==> src/rtl/sw_rxbuf_len_ctrl_if.sv <==
// Bundle of the RX length-control handshakes (NEWLEN in, RELLEN out, DMA request/completion).
// slave : the length controller (accepts NEWLEN, drives RDY/RELLEN/REQ/ERR, takes ACK/DONE).
// master: the surrounding environment (buffer top + DMA engine).
interface sw_rxbuf_len_ctrl_if #(
  parameter int FLOWS     = 2,
  parameter int LEN_WIDTH = 16,
  parameter int FLOW_W    = $clog2(FLOWS)
);
  logic [FLOWS*LEN_WIDTH-1:0] rx_newlen;
  logic [FLOWS-1:0]           rx_newlen_dv;
  logic [FLOWS-1:0]           rx_newlen_rdy;
  logic [FLOWS*LEN_WIDTH-1:0] rx_rellen;
  logic [FLOWS-1:0]           rx_rellen_dv;
  logic                       req_vld;
  logic [FLOW_W-1:0]          req_flow;
  logic [LEN_WIDTH-1:0]       req_len;
  logic                       req_ack;
  logic                       done_vld;
  logic [FLOW_W-1:0]          done_flow;
  logic [LEN_WIDTH-1:0]       done_len;
  logic                       err;

  modport slave (
    input  rx_newlen, rx_newlen_dv, req_ack, done_vld, done_flow, done_len,
    output rx_newlen_rdy, rx_rellen, rx_rellen_dv, req_vld, req_flow, req_len, err
  );

  modport master (
    output rx_newlen, rx_newlen_dv, req_ack, done_vld, done_flow, done_len,
    input  rx_newlen_rdy, rx_rellen, rx_rellen_dv, req_vld, req_flow, req_len, err
  );
endinterface

==> src/rtl/sw_rxbuf_len_ctrl.sv <==
// Purpose : accumulates per-flow pending RX bytes, issues round-robin bounded DMA requests,
//           returns DMA completions as RELLEN releases; sticky ERR on over-completion.
// Latency : NEWLEN accepted at t -> REQ_VLD at t+2; DONE at t -> RELLEN_DV pulse at t+1.
// Backpr. : RDY[i] drops while pending[i] has its top bit set; REQ holds stable until ACK.
// Ports   : clk, reset (sync, active-high), bus (slave modport of sw_rxbuf_len_ctrl_if).
module sw_rxbuf_len_ctrl #(
  parameter int FLOWS     = 2,
  parameter int LEN_WIDTH = 16,
  parameter int MAX_REQ   = 4096
) (
  input logic                 clk,
  input logic                 reset,
  sw_rxbuf_len_ctrl_if.slave  bus
);
  localparam int CNT_WIDTH = LEN_WIDTH + 1;
  localparam int FLOW_W    = $clog2(FLOWS);

  typedef enum logic {IDLE, REQ} state_t;

  state_t                 state, state_nxt;
  logic [CNT_WIDTH-1:0]   pending   [FLOWS];
  logic [CNT_WIDTH-1:0]   inflight  [FLOWS];
  logic [CNT_WIDTH-1:0]   pend_nxt  [FLOWS];
  logic [CNT_WIDTH-1:0]   infl_nxt  [FLOWS];
  logic [FLOW_W-1:0]      rr_ptr, rr_ptr_nxt;
  logic [FLOW_W-1:0]      req_flow, req_flow_nxt;
  logic [LEN_WIDTH-1:0]   req_len, req_len_nxt;
  logic [FLOWS*LEN_WIDTH-1:0] rellen;
  logic [FLOWS-1:0]       rellen_dv;
  logic                   err;

  logic                   hit;
  logic [FLOW_W-1:0]      hit_flow;
  logic [FLOW_W-1:0]      idx;
  logic                   ack_fire;
  logic [CNT_WIDTH-1:0]   infl_sel;
  logic                   over;
  logic [LEN_WIDTH-1:0]   rel;

  assign ack_fire = (state == REQ) && bus.req_ack;

  assign bus.req_vld      = (state == REQ);
  assign bus.req_flow     = req_flow;
  assign bus.req_len      = req_len;
  assign bus.rx_rellen    = rellen;
  assign bus.rx_rellen_dv = rellen_dv;
  assign bus.err          = err;

  for (genvar g = 0; g < FLOWS; g++) begin : g_rdy
    assign bus.rx_newlen_rdy[g] = ~pending[g][CNT_WIDTH-1];
  end

  // Round-robin search: walk downward so the smallest offset from rr_ptr wins.
  // The index add wraps naturally because FLOWS is a power of two.
  always_comb begin
    hit      = 1'b0;
    hit_flow = rr_ptr;
    idx      = rr_ptr;
    for (int k = FLOWS - 1; k >= 0; k--) begin
      idx = rr_ptr + FLOW_W'(k);
      if (pending[idx] != '0) begin
        hit      = 1'b1;
        hit_flow = idx;
      end
    end
  end

  always_comb begin
    state_nxt    = state;
    rr_ptr_nxt   = rr_ptr;
    req_flow_nxt = req_flow;
    req_len_nxt  = req_len;
    case (state)
      IDLE: begin
        if (hit) begin
          state_nxt    = REQ;
          req_flow_nxt = hit_flow;
          req_len_nxt  = (pending[hit_flow] > CNT_WIDTH'(MAX_REQ)) ? LEN_WIDTH'(MAX_REQ)
                                                                  : pending[hit_flow][LEN_WIDTH-1:0];
        end
      end
      REQ: begin
        if (bus.req_ack) begin
          state_nxt  = IDLE;
          rr_ptr_nxt = req_flow + FLOW_W'(1);
        end
      end
      default: state_nxt = IDLE;
    endcase
  end

  // Completion clamp uses the pre-update inflight value; when over-completing,
  // rel equals the old inflight (which is then below DONE_LEN, so it fits LEN_WIDTH).
  assign infl_sel = inflight[bus.done_flow];
  assign over     = CNT_WIDTH'(bus.done_len) > infl_sel;
  assign rel      = over ? infl_sel[LEN_WIDTH-1:0] : bus.done_len;

  always_comb begin
    for (int i = 0; i < FLOWS; i++) begin
      pend_nxt[i] = pending[i];
      infl_nxt[i] = inflight[i];
      if (bus.rx_newlen_dv[i] && !pending[i][CNT_WIDTH-1])
        pend_nxt[i] = pend_nxt[i] + CNT_WIDTH'(bus.rx_newlen[i*LEN_WIDTH +: LEN_WIDTH]);
      if (ack_fire && (req_flow == FLOW_W'(i))) begin
        pend_nxt[i] = pend_nxt[i] - CNT_WIDTH'(req_len);
        infl_nxt[i] = infl_nxt[i] + CNT_WIDTH'(req_len);
      end
      if (bus.done_vld && (bus.done_flow == FLOW_W'(i)))
        infl_nxt[i] = infl_nxt[i] - CNT_WIDTH'(rel);
    end
  end

  always_ff @(posedge clk) begin
    if (reset) begin
      state     <= IDLE;
      rr_ptr    <= '0;
      req_flow  <= '0;
      req_len   <= '0;
      rellen    <= '0;
      rellen_dv <= '0;
      err       <= 1'b0;
      for (int i = 0; i < FLOWS; i++) begin
        pending[i]  <= '0;
        inflight[i] <= '0;
      end
    end else begin
      state     <= state_nxt;
      rr_ptr    <= rr_ptr_nxt;
      req_flow  <= req_flow_nxt;
      req_len   <= req_len_nxt;
      rellen    <= '0;
      rellen_dv <= '0;
      for (int i = 0; i < FLOWS; i++) begin
        pending[i]  <= pend_nxt[i];
        inflight[i] <= infl_nxt[i];
      end
      if (bus.done_vld) begin
        rellen_dv[bus.done_flow]                         <= 1'b1;
        rellen[bus.done_flow*LEN_WIDTH +: LEN_WIDTH]     <= rel;
        if (over) err <= 1'b1;
      end
    end
  end
endmodule
==> src/flat_wrapper.sv <==
// flat-port wrapper written by rule: the top's interface ports become plain ports
module sw_rxbuf_len_ctrl_flat 
#(
  parameter int FLOWS     = 2,
  parameter int LEN_WIDTH = 16,
  parameter int MAX_REQ   = 4096
)
  (clk, reset, bus_rx_newlen, bus_rx_newlen_dv, bus_req_ack, bus_done_vld, bus_done_flow, bus_done_len, bus_rx_newlen_rdy, bus_rx_rellen, bus_rx_rellen_dv, bus_req_vld, bus_req_flow, bus_req_len, bus_err);
  sw_rxbuf_len_ctrl_if #(.FLOWS(FLOWS), .LEN_WIDTH(LEN_WIDTH)) bus_i ();
  input logic clk;
  input logic reset;
  input wire logic [$bits(bus_i.rx_newlen)-1:0] bus_rx_newlen;
  input wire logic [$bits(bus_i.rx_newlen_dv)-1:0] bus_rx_newlen_dv;
  input wire logic [$bits(bus_i.req_ack)-1:0] bus_req_ack;
  input wire logic [$bits(bus_i.done_vld)-1:0] bus_done_vld;
  input wire logic [$bits(bus_i.done_flow)-1:0] bus_done_flow;
  input wire logic [$bits(bus_i.done_len)-1:0] bus_done_len;
  output wire logic [$bits(bus_i.rx_newlen_rdy)-1:0] bus_rx_newlen_rdy;
  output wire logic [$bits(bus_i.rx_rellen)-1:0] bus_rx_rellen;
  output wire logic [$bits(bus_i.rx_rellen_dv)-1:0] bus_rx_rellen_dv;
  output wire logic [$bits(bus_i.req_vld)-1:0] bus_req_vld;
  output wire logic [$bits(bus_i.req_flow)-1:0] bus_req_flow;
  output wire logic [$bits(bus_i.req_len)-1:0] bus_req_len;
  output wire logic [$bits(bus_i.err)-1:0] bus_err;
  assign bus_i.rx_newlen = bus_rx_newlen;
  assign bus_i.rx_newlen_dv = bus_rx_newlen_dv;
  assign bus_i.req_ack = bus_req_ack;
  assign bus_i.done_vld = bus_done_vld;
  assign bus_i.done_flow = bus_done_flow;
  assign bus_i.done_len = bus_done_len;
  assign bus_rx_newlen_rdy = bus_i.rx_newlen_rdy;
  assign bus_rx_rellen = bus_i.rx_rellen;
  assign bus_rx_rellen_dv = bus_i.rx_rellen_dv;
  assign bus_req_vld = bus_i.req_vld;
  assign bus_req_flow = bus_i.req_flow;
  assign bus_req_len = bus_i.req_len;
  assign bus_err = bus_i.err;
  sw_rxbuf_len_ctrl #(.FLOWS(FLOWS), .LEN_WIDTH(LEN_WIDTH), .MAX_REQ(MAX_REQ)) u_core (.clk(clk), .reset(reset), .bus(bus_i));
endmodule
==> config.mk <==
export PLATFORM = sky130hd
export DESIGN_NAME = sw_rxbuf_len_ctrl_flat
export DESIGN_NICKNAME = d
export VERILOG_FILES = /design/src/rtl/sw_rxbuf_len_ctrl_if.sv /design/src/rtl/sw_rxbuf_len_ctrl.sv /design/src/flat_wrapper.sv
export SDC_FILE = /design/constraint.sdc
export NUM_CORES = 1
export LEC_CHECK = 0
export BUFFER_PORTS_ARGS = -buffer_cell sky130_fd_sc_hd__clkbuf_2
export CORE_MARGIN = 3
export CORE_UTILIZATION = 60
export DETAILED_ROUTE_END_ITERATION = 6
export GPL_TIMING_DRIVEN = 0
export PLACE_DENSITY = 0.81
export SYNTH_ARGS = -nofsm -noshare
export SYNTH_HDL_FRONTEND = slang
export SYNTH_SLANG_ARGS = --single-unit
==> constraint.sdc <==
create_clock -name clk -period 5.65 [get_ports clk]
set_input_delay 0.2825 -clock clk [delete_from_list [all_inputs] [get_ports clk]]
set_output_delay 0.2825 -clock clk [all_outputs]
set_load 0.1 [all_outputs]
* Word-level counts from Yosys, hierarchy flattened *
Memory sizes are Yosys's and may differ from the RTL's. A register that Yosys moved wholly into a read port is not among the register bits.
Cells that the tools add are included.

storage, ports and cells
  input port bits = 55
  memories kept = 2
  logic and storage cells = 81
  output and inout bits = 55
  register bits = 54
  memory bits (writable) = 68

memory list
  memory           words  width  read ports  clocked after memory_dff  wr ports  RTL line                 text
  u_core.inflight  2      17     3           0                         2         sw_rxbuf_len_ctrl.sv:22  logic [CNT_WIDTH-1:0] inflight [FLOWS];
  u_core.pending   2      17     5           1                         2         sw_rxbuf_len_ctrl.sv:21  logic [CNT_WIDTH-1:0] pending [FLOWS];

operators by class
  bitwise gates (word level) = 11
  shift operators = 2
  reductions and logical operators = 16
  $lt $le $gt $ge = 4
  add/sub/neg operators = 11
  multiplexer cells = 28

operators by type and width
  cell                      count
  $mux 17                   12
  $add 17x16->17            4
  $sub 17x16->17            4
  $neg 5->34                1
  $reduce_bool 17->1        2
  $shift 16x34->32 const A  1
  $shiftx 16x34->32         1
  $and 32x32->32            1
  $mux 16                   2
  $gt 16x17->1              1
  $gt 17x13->1 const B      1
  $mux 1                    12
  $logic_and 1x1->1         8
  $not 1->1                 6
  $reduce_and 2->1          3
  $or 1x1->1                4
  $add 1x1->1 const B       2
  $logic_not 1->1           2
  $lt 1x2->1 const B        1
  $pmux 1 s2                1
  $reduce_or 2->1           1
  $demux 1 s1               1
  $ge 1x1->1 const B        1

* Depth between registers and ports, before layout *
Gate-level depths: netlist of the first run.
An unclocked memory read counts as a cell.

  word-level depth = 8
  depth in mapped cells = 23

* Least setup slack after synthesis of the first run *
No wires, ideal clock.

  path kind = input-to-reg
  from = input bus_done_flow
  to = memory u_core.inflight[0][15] (netlist bit)
  setup slack = 497 ps
  arrival = 5074 ps
  stages = 23
  path buffers = 5
  cell sequence = clkbuf_1 -> clkbuf_1 -> mux2i_1 -> ha_1 -> nand4_1 -> nor4_4 -> and3_1 -> buf_4 -> a31o_1 -> buf_6 -> clkbuf_1 -> nor2_1 -> a21oi_1 -> ha_1 -> a21o_1 -> a21o_1 -> a21o_1 -> a21o_1 -> a21o_1 -> a21o_1 -> a21o_1 -> or4_1 -> o211ai_1

RTL lines
  element             RTL line                 text
  start: declaration  flat_wrapper.sv:16       input wire logic [$bits(bus_i.done_flow)-1:0] bus_done_flow;
  end: declaration    sw_rxbuf_len_ctrl.sv:22

==> results of run 1 <==
[power groups by stage]
stage                     combinational [µW]  sequential [µW]  clock (µW)
after detailed placement                4900             1330           0
final                                   5090             1330        1160
after global placement                  4810             1320           0
after global routing                    5580             1330        1200
after floorplan                         3730             1490           0
after CTS                               4990             1310        1150
[layout make-up]
type                    count  share of cell area [%]
clock inverters            15                    1.47
multi-input cells        1207                    65.8
clock buffers              17                    3.33
repair buffers            108                    4.23
well taps                 229                    2.24
plain buffers              47                    1.51
flip-flops and latches    123                    19.2
inverters                  75                    2.20
[worst max-delay path: cells and delay by family]
kind                     cells  cell delay [ps]
AO/OA/AOI/OAI               13             2670
buffers and inverters        4             1230
adder cells (fa/ha/maj)      2              670
AND/OR/NAND/NOR              2              480
multiplexers                 1              400
[routing by layer]
metal / global-route usage [%] / up-vias
met1: 41.2 / 5235
met2: 55.0 / 523
met5: 0 / -
met4: 18.5 / 0
li1: - / 5561
met3: 4.39 / 142
[repair_timing]
item                                    4_1_cts  5_1_grt
gates cloned                                  0        0
hold buffers                                  0        0
resized for setup                             1        3
endpoints found under the setup margin        8        2
[worst max path at each step]
stage                              from                     end  slack (ps)  cells after the start
final                     bus_done_flow  u_core.inflight[0][15]         260                     22
after global routing      bus_done_flow  u_core.inflight[0][14]          40                     21
after CTS                 bus_done_flow  u_core.inflight[0][15]         150                     22
after detailed placement  bus_done_flow  u_core.inflight[0][15]        -800                     23
after global placement    bus_done_flow  u_core.inflight[0][15]        -740                     23
after floorplan           bus_done_flow  u_core.inflight[0][15]         500                     23
[cells in the final DEF (no fill, tap or decap), types with 10 or more instances in the layout]
| master | netlist | layout |
|---|---|---|
| clkbuf_1 | 41 | 37 |
| a211oi_1 | 33 | 33 |
| a2bb2oi_1 | 12 | 12 |
| xor2_1 | 36 | 36 |
| and2_1 | 14 | 14 |
| o21ai_0 | 84 | 84 |
| clkbuf_16 | 0 | 17 |
| nand2_1 | 156 | 156 |
| a21oi_1 | 105 | 104 |
| xnor2_1 | 54 | 54 |
| inv_1 | 75 | 75 |
| nor3_1 | 45 | 45 |
| o21bai_1 | 21 | 21 |
| nand3_1 | 32 | 32 |
| a31oi_1 | 17 | 17 |
| nand2b_1 | 10 | 10 |
| o31ai_1 | 11 | 11 |
| ha_1 | 140 | 140 |
| nor2_1 | 145 | 145 |
| clkbuf_2 | 0 | 110 |
| mux2i_1 | 38 | 38 |
| dfxtp_1 | 123 | 123 |
| and3_1 | 26 | 26 |
| a21o_1 | 38 | 38 |
| or2_2 | 10 | 10 |
[state kept, by name, indices dropped and copies added, names as in the netlist, named ones only]
register / flops
u_core.inflight: 34
u_core.pending: 34
u_core.bus.rx_rellen: 32
u_core.bus.req_len: 16
u_core.bus.rx_rellen_dv: 2
u_core.bus.err: 1
u_core.bus.req_flow: 1
u_core.bus.req_vld: 1
u_core.rr_ptr: 1
[cell families after synthesis]
| kind of cell | after synthesis | synth area share (%) |
|---|---|---|
| mux | 50 | 4.62 |
| flops | 123 | 21.7 |
| simple gates | 494 | 20.3 |
| fa+ha+maj | 146 | 16.5 |
| compound gates | 426 | 25.6 |
| xor+xnor | 91 | 7.09 |
| buf+inv | 124 | 4.22 |
[stage by stage]
stage          utilization, %  worst slack, ps
6_report                 70.0              260
5_1_grt                  70.0             37.9
4_1_cts                  70.0              150
3_5_place_dp             66.7             -799
3_3_place_gp             66.7             -744
2_1_floorplan               -              497
==> qor.yml, run 1 <==
status:
  outcome: "finished, final reports clean"
timing:
  period_share_pct: 95.4
  timing.hold.ws_ps: 188
  finalSetupViolCount: 0
  worst_pin_slew_ps: 890
  grt_setup_unrepaired: "false"
  final.min_clock_period_ps: 5390
  slew_headroom_pct: 40.7
  report.final.hold_viol_count: 0
  max_freq_mhz: 186
  setup_tns_ps: 0
  fin_worst_skew_ps: 11.9
  drv_slew: 0
pwr:
  power.internal_uw: 3760
  p_leak_uw: 0.00594
  power_frac_seq_pct: 17.5
  p_per_area_nw_per_um2: 592
  power.combinational.fraction_pct: 67.2
  peakVddDrop_mv: 0.388
  power_uw: 7580
  swShare_pct: 50.4
  clkPwrFrac_pct: 15.3
  p_sw_uw: 3820
grt:
  grt_pass1_vias: 10800
  grt_pass1_wl_um: 54000
  antenna_found_initial: 0
  overflow: 0
  gr-usage-all-layers_pct: 33.0
  grt_max_degree: 17
synth:
  synthArstFlopShare_pct: 0
  synth_area_um2: 11400
  synth_nets: 1655
  ys_ff_latch: 123
  syn_area_per_cell_um2: 7.81
  synth_edf_count: 0
  yosys.area.top_type: "dfxtp_1"
  synth_top_flop_cell: "dfxtp_1"
  yosys_warnings: 0
  synthCells: 1454
  synth_most_common_cell: "nand2_1"
  yosysUniqueCellTypes: 86
  synth_top_cell_area_share_pct: 21.7
  ys_top_cells_by_count: "156 x nand2_1, 145 x nor2_1, 140 x ha_1"
  synth_top_cells_by_area: "dfxtp_1 22%, ha_1 15%, nand2_1 5.2%"
  ys_seq_area_share_pct: 21.7
placed_design:
  gp_congestion: 0.970
  detailed_place_hpwl_um: 26900
  portBuffers: 108
  dp_cells: 1791
  place_area_um2: 12200
routing:
  postRouteAntennaNets: 0
  wl_met2_um: 15900
  wl_met3_um: 2230
  avgViaCountPerCell: 6.29
  drc: 0
  drt_wl_total_um: 34600
  avgRoutedWirePerCell_um: 19.0
  drt-initial-drc-count: 1126
  wl_met1_um: 14700
  drtPass1Iterations: 6
  highest_layer: "met4"
  dr_total_vias: 11500
worst_setup_path:
  crit_chain: "clkbuf_2, clkbuf_2, mux2i_1, ha_1, a21oi_1, o21ai_0, a22oi_2, a31o_1, buf_6, clkbuf_2, nor2_1, a21oi_2, ha_1, a21o_1, a21o_1, a21o_1, a21o_1, a21o_1, a21o_1, a21o_1, or4_1, o211ai_1"
  reg2reg_slack_ps: 440
  crit_type: "in -> reg"
  rr_worst_depth: 21
  r2r_end: "u_core.inflight[0][15]"
  worst_setup_path_end_kind: "flop"
  reg2reg_from: "u_core.inflight[1][4]"
  crit_path_frequent_cell: "a21o_1"
  start_kind: "input pin"
  critPathRequiredTime_ps: 6010
  cp_max_fo: 19
  max_stage_delay_ps: 460
  cpMaxStageDelayCell: "a22oi_2"
  cp_data_arrival_time_ps: 5750
cells_and_area:
  syn2layout_area_growth_pct: 12.7
  seq_area_um2: 2460
  final_cell_area_um2: 12800
  layout.nets: 1780
  antennaDiodeCount: 0
  fillers: 1571
  drive_gt1_share_pct: 12.0
  fin_cells: 1821
  multi_input_area_um2: 8420
clock_tree:
  path_clk_slew_ps: 60
  clockRootBuffer: "clkbuf_16"
  cts_tree: "built"
  clkLatencyLatePin_ps: 440
  cts_max_level: 4
  cts_buffers: 17
  cts_sinks: 123
  cts_buffer_depth: 2
  cts_setup_buffers: 0
worst_hold_path:
  hold_end: "u_core.bus.rx_rellen[8]"
  hold_path_startpoint: "bus_done_len[8]"
  hold_class: "in -> reg"
  min_path_cells: 3
floorplanning:
  fp.dieW_um: 144
  rows: 49
  fp.dieH_um: 144
  fp.coreArea_um2: 18300
  initial_core_util_pct: 62.1
  io_pins: 110
  die_area_um2: 20600
job:
  maxCapViolCount: 0
Power figures use the tool's default switching activity.
==> inputs of run 2 (changes only) <==
--- a/config.mk
+++ b/config.mk
@@ -7,10 +7,10 @@
 export LEC_CHECK = 0
 export BUFFER_PORTS_ARGS = -buffer_cell sky130_fd_sc_hd__clkbuf_2
 export CORE_MARGIN = 3
-export CORE_UTILIZATION = 60
+export CORE_UTILIZATION = 61
 export DETAILED_ROUTE_END_ITERATION = 6
 export GPL_TIMING_DRIVEN = 0
-export PLACE_DENSITY = 0.81
+export PLACE_DENSITY = 0.82
 export SYNTH_ARGS = -nofsm -noshare
 export SYNTH_HDL_FRONTEND = slang
 export SYNTH_SLANG_ARGS = --single-unit
==> run 2 against run 1 <==
Net effect:
- clock power barely moved
- setup slack got worse by 140 ps
- die area fell by 1.6%
- the flow now finishes with violations (design-rule violations)
- sequential cell count did not move
- hold slack got worse by 10 ps
- global-route usage rose by 0.89 points
- register-to-register slack got worse by 160 ps
- sequential share of layout area barely moved
- non-clock buffer count rose by 1
- via count barely moved
- maximum frequency fell by 2.5%
- final cell count barely moved
- highest routed layer unchanged
==> qor.yml, run 2 (synthesized netlist as in run 1, its figures left out) <==
grt:
  grt_max_degree: 17  # unchanged
  antenna_found_initial: 0  # unchanged
  gr-usage-all-layers_pct: 33.9  # was 33.0%
  grt_pass1_wl_um: 54800  # was 54000 µm
  overflow: 0  # unchanged
  grt_pass1_vias: 10900  # was 10800
floorplanning:
  fp.dieW_um: 142  # was 144 µm
  fp.coreArea_um2: 18100  # was 18300 µm²
  rows: 49  # unchanged
  initial_core_util_pct: 62.6  # was 62.1%
  fp.dieH_um: 142  # was 144 µm
  io_pins: 110  # unchanged
  die_area_um2: 20300  # was 20600 µm²
cells_and_area:
  most-common-layout-cells: "156 x nand2_1, 145 x nor2_1, 140 x ha_1, 123 x dfxtp_1, 109 x clkbuf_2"  # was 156 x nand2_1, 145 x nor2_1, 140 x ha_1, 123 x dfxtp_1, 110 x clkbuf_2
  antennaDiodeCount: 0  # unchanged
  final_common_cell: "nand2_1"  # unchanged
  syn2layout_area_growth_pct: 12.9  # was 12.7%
  drive_gt1_share_pct: 12.0  # about the same
  layout.nets: 1781  # was 1780
  fin_cells: 1822  # was 1821
placed_design:
  dp_cells: 1791  # unchanged
  gp_congestion: 0.988  # was 0.970
  dp_slack_ps: -758  # was -799 ps
  portBuffers: 108  # unchanged
  detailed_place_hpwl_um: 27000  # was 26900 µm
clock_tree:
  cts_buffers: 17  # unchanged
  path_clk_slew_ps: 60  # about the same
  cts_sinks: 123  # unchanged
  cts_buffer_depth: 2  # unchanged
  clockRootBuffer: "clkbuf_16"  # unchanged
  cts_max_level: 4  # unchanged
  clkLatencyLatePin_ps: 430  # was 440 ps
  cts_tree: "built"  # unchanged
pwr:
  power.combinational.fraction_pct: 67.3  # was 67.2%
  power_uw: 7620  # was 7580 µW
  power_frac_seq_pct: 17.5  # about the same
  swShare_pct: 50.2  # was 50.4%
  power.internal_uw: 3790  # was 3760 µW
  peakVddDrop_mv: 0.443  # was 0.388 mV
  clkPwrFrac_pct: 15.2  # was 15.3%
  p_leak_uw: 0.00594  # about the same
  p_sw_uw: 3820  # about the same
  p_per_area_nw_per_um2: 594  # was 592 nW/µm²
worst_setup_path:
  cp_data_arrival_time_ps: 5870  # was 5750 ps
  worst_setup_path_end_kind: "flop"  # unchanged
  r2r_end: "u_core.inflight[0][15]"  # unchanged
  crit_family: "compound AO/OA/AOI/OAI gates"  # unchanged
  startpoint: "bus_done_flow"  # unchanged
  critPathBufInv: 5  # was 4
  crit_chain: "clkbuf_2, clkbuf_2, mux2i_1, ha_1, nand3_1, nor4_4, and3_1, buf_4, a31o_1, buf_6, clkbuf_1, nor2_1, a21oi_2, ha_1, a21o_1, a21o_1, a21o_1, a21o_1, a21o_1, a21o_1, a21o_1, or4_1, o211ai_1"  # was clkbuf_2, clkbuf_2, mux2i_1, ha_1, a21oi_1, o21ai_0, a22oi_2, a31o_1, buf_6, clkbuf_2, nor2_1, a21oi_2, ha_1, a21o_1, a21o_1, a21o_1, a21o_1, a21o_1, a21o_1, a21o_1, or4_1, o211ai_1
  critPathRequiredTime_ps: 6000  # was 6010 ps
  reg2reg_slack_ps: 280  # was 440 ps
  reg2reg_from: "u_core.inflight[1][2]"  # was u_core.inflight[1][4]
  crit_end: "u_core.inflight[0][15]"  # unchanged
  crit_type: "in -> reg"  # unchanged
  rr_worst_depth: 20  # was 21
  cp_num_cells: 23  # was 22
  cp_max_fo: 13  # was 19
  crit_path_frequent_cell: "a21o_1"  # unchanged
  max_stage_delay_ps: 430  # was 460 ps
  cpMaxStageDelayCell: "mux2i_1"  # was a22oi_2
  start_kind: "input pin"  # unchanged
routing:
  drt_wl_total_um: 34900  # was 34600 µm
  drc: 2  # was 0
  drtPass1Iterations: 7  # was 6
  drt-initial-drc-count: 981  # was 1126
  avgViaCountPerCell: 6.29  # about the same
  dr_total_vias: 11500  # about the same
  avgRoutedWirePerCell_um: 19.2  # was 19.0 µm
  postRouteAntennaNets: 0  # unchanged
job:
  maxCapViolCount: 0  # unchanged
timing:
  grt_setup_unrepaired: "true"  # was false
  worst_slack_ps: 123  # was 260 ps
  slew_headroom_pct: 42.2  # was 40.7%
  final.min_clock_period_ps: 5530  # was 5390 ps
  max_freq_mhz: 181  # was 186 MHz
  report.final.hold_viol_count: 0  # unchanged
  finalSetupViolCount: 0  # unchanged
  setup_tns_ps: 0  # unchanged
  period_share_pct: 97.8  # was 95.4%
  worst_pin_slew_ps: 867  # was 890 ps
  timing.hold.ws_ps: 178  # was 188 ps
  fin_worst_skew_ps: 11.6  # was 11.9 ps
  drv_slew: 0  # unchanged
status:
  outcome: "complete, but fails checks"  # was finished, final reports clean
  violations: "design-rule violations"
worst_hold_path:
  hold_class: "in -> reg"  # unchanged
==> run 2: changes by cell type in the layout (fill, tap and decap cells not counted), sizes merged <==
cell,before,now
clkbuf,164,168
inv,80,77
==> run 2: worst min-delay path by stage <==
stage                    start                  endpoint  slack [ps]  depth (start not counted)
3_5_place_dp    u_core.bus.err            u_core.bus.err         460                          2
5_1_grt        bus_done_len[8]  u_core.bus.rx_rellen[24]         200                          3
6_report       bus_done_len[8]  u_core.bus.rx_rellen[24]         180                          3
2_1_floorplan     bus_done_vld            u_core.bus.err         420                          2
4_1_cts            bus_req_ack        u_core.bus.req_vld         210                          3
3_3_place_gp    u_core.bus.err            u_core.bus.err         460                          2
==> run 2: worst min-delay path, cell delays in order <==
cell and delay (ps):
clkbuf_2 100, a21oi_2 100, nor2_1 100
==> run 2: per-stage QoR <==
stage | utilization (%) | area, µm²
2_1_floorplan | - | 11400
3_3_place_gp | 67.1 | 12200
3_5_place_dp | 67.1 | 12200
4_1_cts | 70.6 | 12800
5_1_grt | 70.6 | 12800
6_report | 70.6 | 12800
==> run 2: cell type report <==
type                       count  area, µm²
buffer                        48        195
clock inverter                12        161
timing repair buffer         108        541
multi-input combinational   1207       8420
tap                          229        287
fill                        1498       5330
inverter                      75        282
clock buffer                  20        467
sequential                   123       2460
==> run 2: power groups by stage <==
stage / clock network [µW] / logic (µW) / registers [µW]
after floorplan: 0 / 3730 / 1490
after global placement: 0 / 4820 / 1320
after detailed placement: 0 / 4920 / 1330
after CTS: 1160 / 5000 / 1310
after global routing: 1200 / 5610 / 1340
final: 1160 / 5120 / 1330
==> run 2: layer usage <==
layer,up-vias,routed length [µm],share of wire (%),track usage [%]
li1,5557,-,-,-
met4,0,1880,5.4,18.8
met3,131,2420,6.9,4.77
met2,545,16200,46,56.9
met5,-,0,0,0
met1,5236,14400,41,41.9
==> run 2: what timing repair did <==
action | CTS | global route
setup buffers | 0 | 0
endpoints found under the setup margin | 7 | 3
resized for setup | 1 | 2
hold buffers | 0 | 0
==> inputs of run 3 (changes only) <==
--- a/config.mk
+++ b/config.mk
@@ -9,7 +9,7 @@
 export CORE_MARGIN = 3
 export CORE_UTILIZATION = 61
 export DETAILED_ROUTE_END_ITERATION = 6
-export GPL_TIMING_DRIVEN = 0
+export GPL_TIMING_DRIVEN = 1
 export PLACE_DENSITY = 0.82
 export SYNTH_ARGS = -nofsm -noshare
 export SYNTH_HDL_FRONTEND = slang
==> run 3 against run 2 <==
Net effect:
- the flow still finishes with violations (design-rule violations)
- setup slack improved by 520 ps
- via count fell by 1.6%
- critical path type is now reg -> reg
- design area fell by 0.77%
==> qor.yml, run 3 (synthesized netlist as in run 1, its figures left out) <==
placed_design:
  portBuffers: 109  # was 108
  gp_congestion: 0.938  # was 0.988
  detailed_place_hpwl_um: 24700  # was 27000 µm
worst_hold_path:
  hold_class: "in -> reg"  # unchanged
routing:
  avgRoutedWirePerCell_um: 18.2  # was 19.2 µm
  drc: 1  # was 2
  dr_total_vias: 11300  # was 11500
  drtPass1Iterations: 7  # unchanged
  postRouteAntennaNets: 0  # unchanged
  drt-initial-drc-count: 920  # was 981
  avgViaCountPerCell: 6.30  # was 6.29
  wl_met2_um: 15100  # was 16200 µm
  wl_met3_um: 2720  # was 2420 µm
  wl_met1_um: 13500  # was 14400 µm
  highest_layer: "met4"  # unchanged
  drt_wl_total_um: 32700  # was 34900 µm
status:
  outcome: "complete, but fails checks"  # unchanged
  violations: "design-rule violations"  # unchanged
floorplanning:
  io_pins: 110  # unchanged
  fp.coreArea_um2: 18100  # unchanged
  die_area_um2: 20300  # unchanged
  initial_core_util_pct: 62.6  # unchanged
  rows: 49  # unchanged
  fp.dieH_um: 142  # unchanged
  fp.dieW_um: 142  # unchanged
timing:
  report.final.hold_viol_count: 0  # unchanged
  fin_worst_skew_ps: 10.1  # was 11.6 ps
  worst_pin_slew_ps: 1250  # was 867 ps
  max_freq_mhz: 200  # was 181 MHz
  finalSetupViolCount: 0  # unchanged
  grt_setup_unrepaired: "false"  # was true
  drv_slew: 0  # unchanged
  period_share_pct: 88.6  # was 97.8%
  slew_headroom_pct: 15.9  # was 42.2%
  setup_tns_ps: 0  # unchanged
  final.min_clock_period_ps: 5000  # was 5530 ps
  timing.hold.ws_ps: 123  # was 178 ps
worst_setup_path:
  crit_end: "u_core.inflight[0][15]"  # unchanged
  startpoint: "u_core.inflight[0][15]"  # was bus_done_flow
  rr_worst_depth: 18  # was 20
  start_kind: "flop"  # was input pin
  critPathRequiredTime_ps: 6010  # was 6000 ps
  reg2reg_slack_ps: 650  # was 280 ps
  crit_path_frequent_cell: "a21o_1"  # unchanged
  cp_data_arrival_time_ps: 5360  # was 5870 ps
  cpMaxStageDelayCell: "dfxtp_1"  # was mux2i_1
  cp_max_fo: 14  # was 13
  max_stage_delay_ps: 450  # was 430 ps
  crit_chain: "mux2i_1, ha_1, nand3_1, nor4_4, and3_1, a31o_1, buf_4, nor2_1, a21oi_1, ha_1, a21o_1, a21o_1, a21o_1, a21o_1, a21o_1, a21o_1, or4_1, o211ai_1"  # was clkbuf_2, clkbuf_2, mux2i_1, ha_1, nand3_1, nor4_4, and3_1, buf_4, a31o_1, buf_6, clkbuf_1, nor2_1, a21oi_2, ha_1, a21o_1, a21o_1, a21o_1, a21o_1, a21o_1, a21o_1, a21o_1, or4_1, o211ai_1
  reg2reg_from: "u_core.inflight[0][15]"  # was u_core.inflight[1][2]
  crit_type: "reg -> reg"  # was in -> reg
  r2r_end: "u_core.inflight[0][15]"  # unchanged
  worst_setup_path_end_kind: "flop"  # unchanged
clock_tree:
  cts-resized-gates: 0  # was 1
  clkLatencyLatePin_ps: 440  # was 430 ps
  cts_hold_buf: 0  # unchanged
  cts_sinks: 123  # unchanged
  cts_max_level: 4  # unchanged
  path_clk_slew_ps: 60  # about the same
  clockRootBuffer: "clkbuf_16"  # unchanged
  cts_tree: "built"  # unchanged
  cts_buffer_depth: 2  # unchanged
  cts_setup_buffers: 0  # unchanged
  cts_buffers: 17  # unchanged
pwr:
  p_leak_uw: 0.00594  # about the same
  power_uw: 7520  # was 7620 µW
  p_per_area_nw_per_um2: 592  # was 594 nW/µm²
  peakVddDrop_mv: 0.427  # was 0.443 mV
cells_and_area:
  seq_area_um2: 2460  # unchanged
  drive_gt1_share_pct: 12.9  # was 12.0%
  layout.nets: 1752  # was 1781
  fillers: 1446  # was 1498
  final_common_cell: "nand2_1"  # unchanged
  most-common-layout-cells: "156 x nand2_1, 145 x nor2_1, 140 x ha_1, 123 x dfxtp_1, 109 x clkbuf_2"  # unchanged
  multi_input_area_um2: 8410  # was 8420 µm²
  utilization_pct: 70.1  # was 70.6%
  antennaDiodeCount: 0  # unchanged
  syn2layout_area_growth_pct: 12.0  # was 12.9%
grt:
  grt_pass1_vias: 10700  # was 10900
  gr-usage-all-layers_pct: 32.0  # was 33.9%
  grt_pass1_wl_um: 52300  # was 54800 µm
  grt_max_degree: 76  # was 17
  antenna_found_initial: 0  # unchanged
  overflow: 0  # unchanged
job:
  maxCapViolCount: 0  # unchanged
==> run 3: critical path, delay by kind of cell, from the launching register on <==
| family | cells | cell delay, ps |
|---|---|---|
| AOI/OAI and AO/OA | 9 | 1910 |
| and+or+nand+nor | 5 | 1420 |
| adders and majority gates | 2 | 740 |
| DFF | 1 | 450 |
| buffers and inverters | 1 | 270 |
| muxes | 1 | 140 |
==> run 3: area by class of cell <==
type,count,area share (%)
Multi-Input combinational cell,1207,66.2
Sequential cell,123,19.4
Timing Repair Buffer,127,5.35
Clock buffer,18,3.38
Tap cell,229,2.25
Inverter,75,2.21
Clock inverter,14,1.28
==> run 3: worst min path at each step <==
stage	start	end	slack, ps	depth (start not counted)
floorplan	bus_done_vld	u_core.bus.err	420	2
finish	reset	u_core.inflight[1][13]	120	2
detailed placement	u_core.bus.err	u_core.bus.err	470	2
global placement	u_core.bus.err	u_core.bus.err	450	2
CTS	reset	u_core.inflight[1][13]	110	2
global route	reset	u_core.inflight[1][13]	130	2
==> run 3: stage by stage <==
| stage | cell area (µm²) | setup WS, ps | cells |
|---|---|---|---|
| after floorplan | 11400 | 497 | 1454 |
| after global placement | 12100 | 496 | 1761 |
| after detailed placement | 12100 | 383 | 1761 |
| after CTS | 12700 | 755 | 1793 |
| after global routing | 12700 | 376 | 1793 |
| final | 12700 | 646 | 1793 |
==> run 3: power breakdown <==
group,switching [µW],leakage (µW),internal [µW]
sequential,282,0.00101,1060
clock,459,0.000281,659
combinational,3040,0.00465,2020
total,3780,0.00594,3740
==> run 3: per-layer routing <==
layer	up-vias	GRT usage, %
met4	0	14.7
li1	5503	-
met3	114	6.28
met1	5130	39.9
met2	542	53.4
met5	-	0
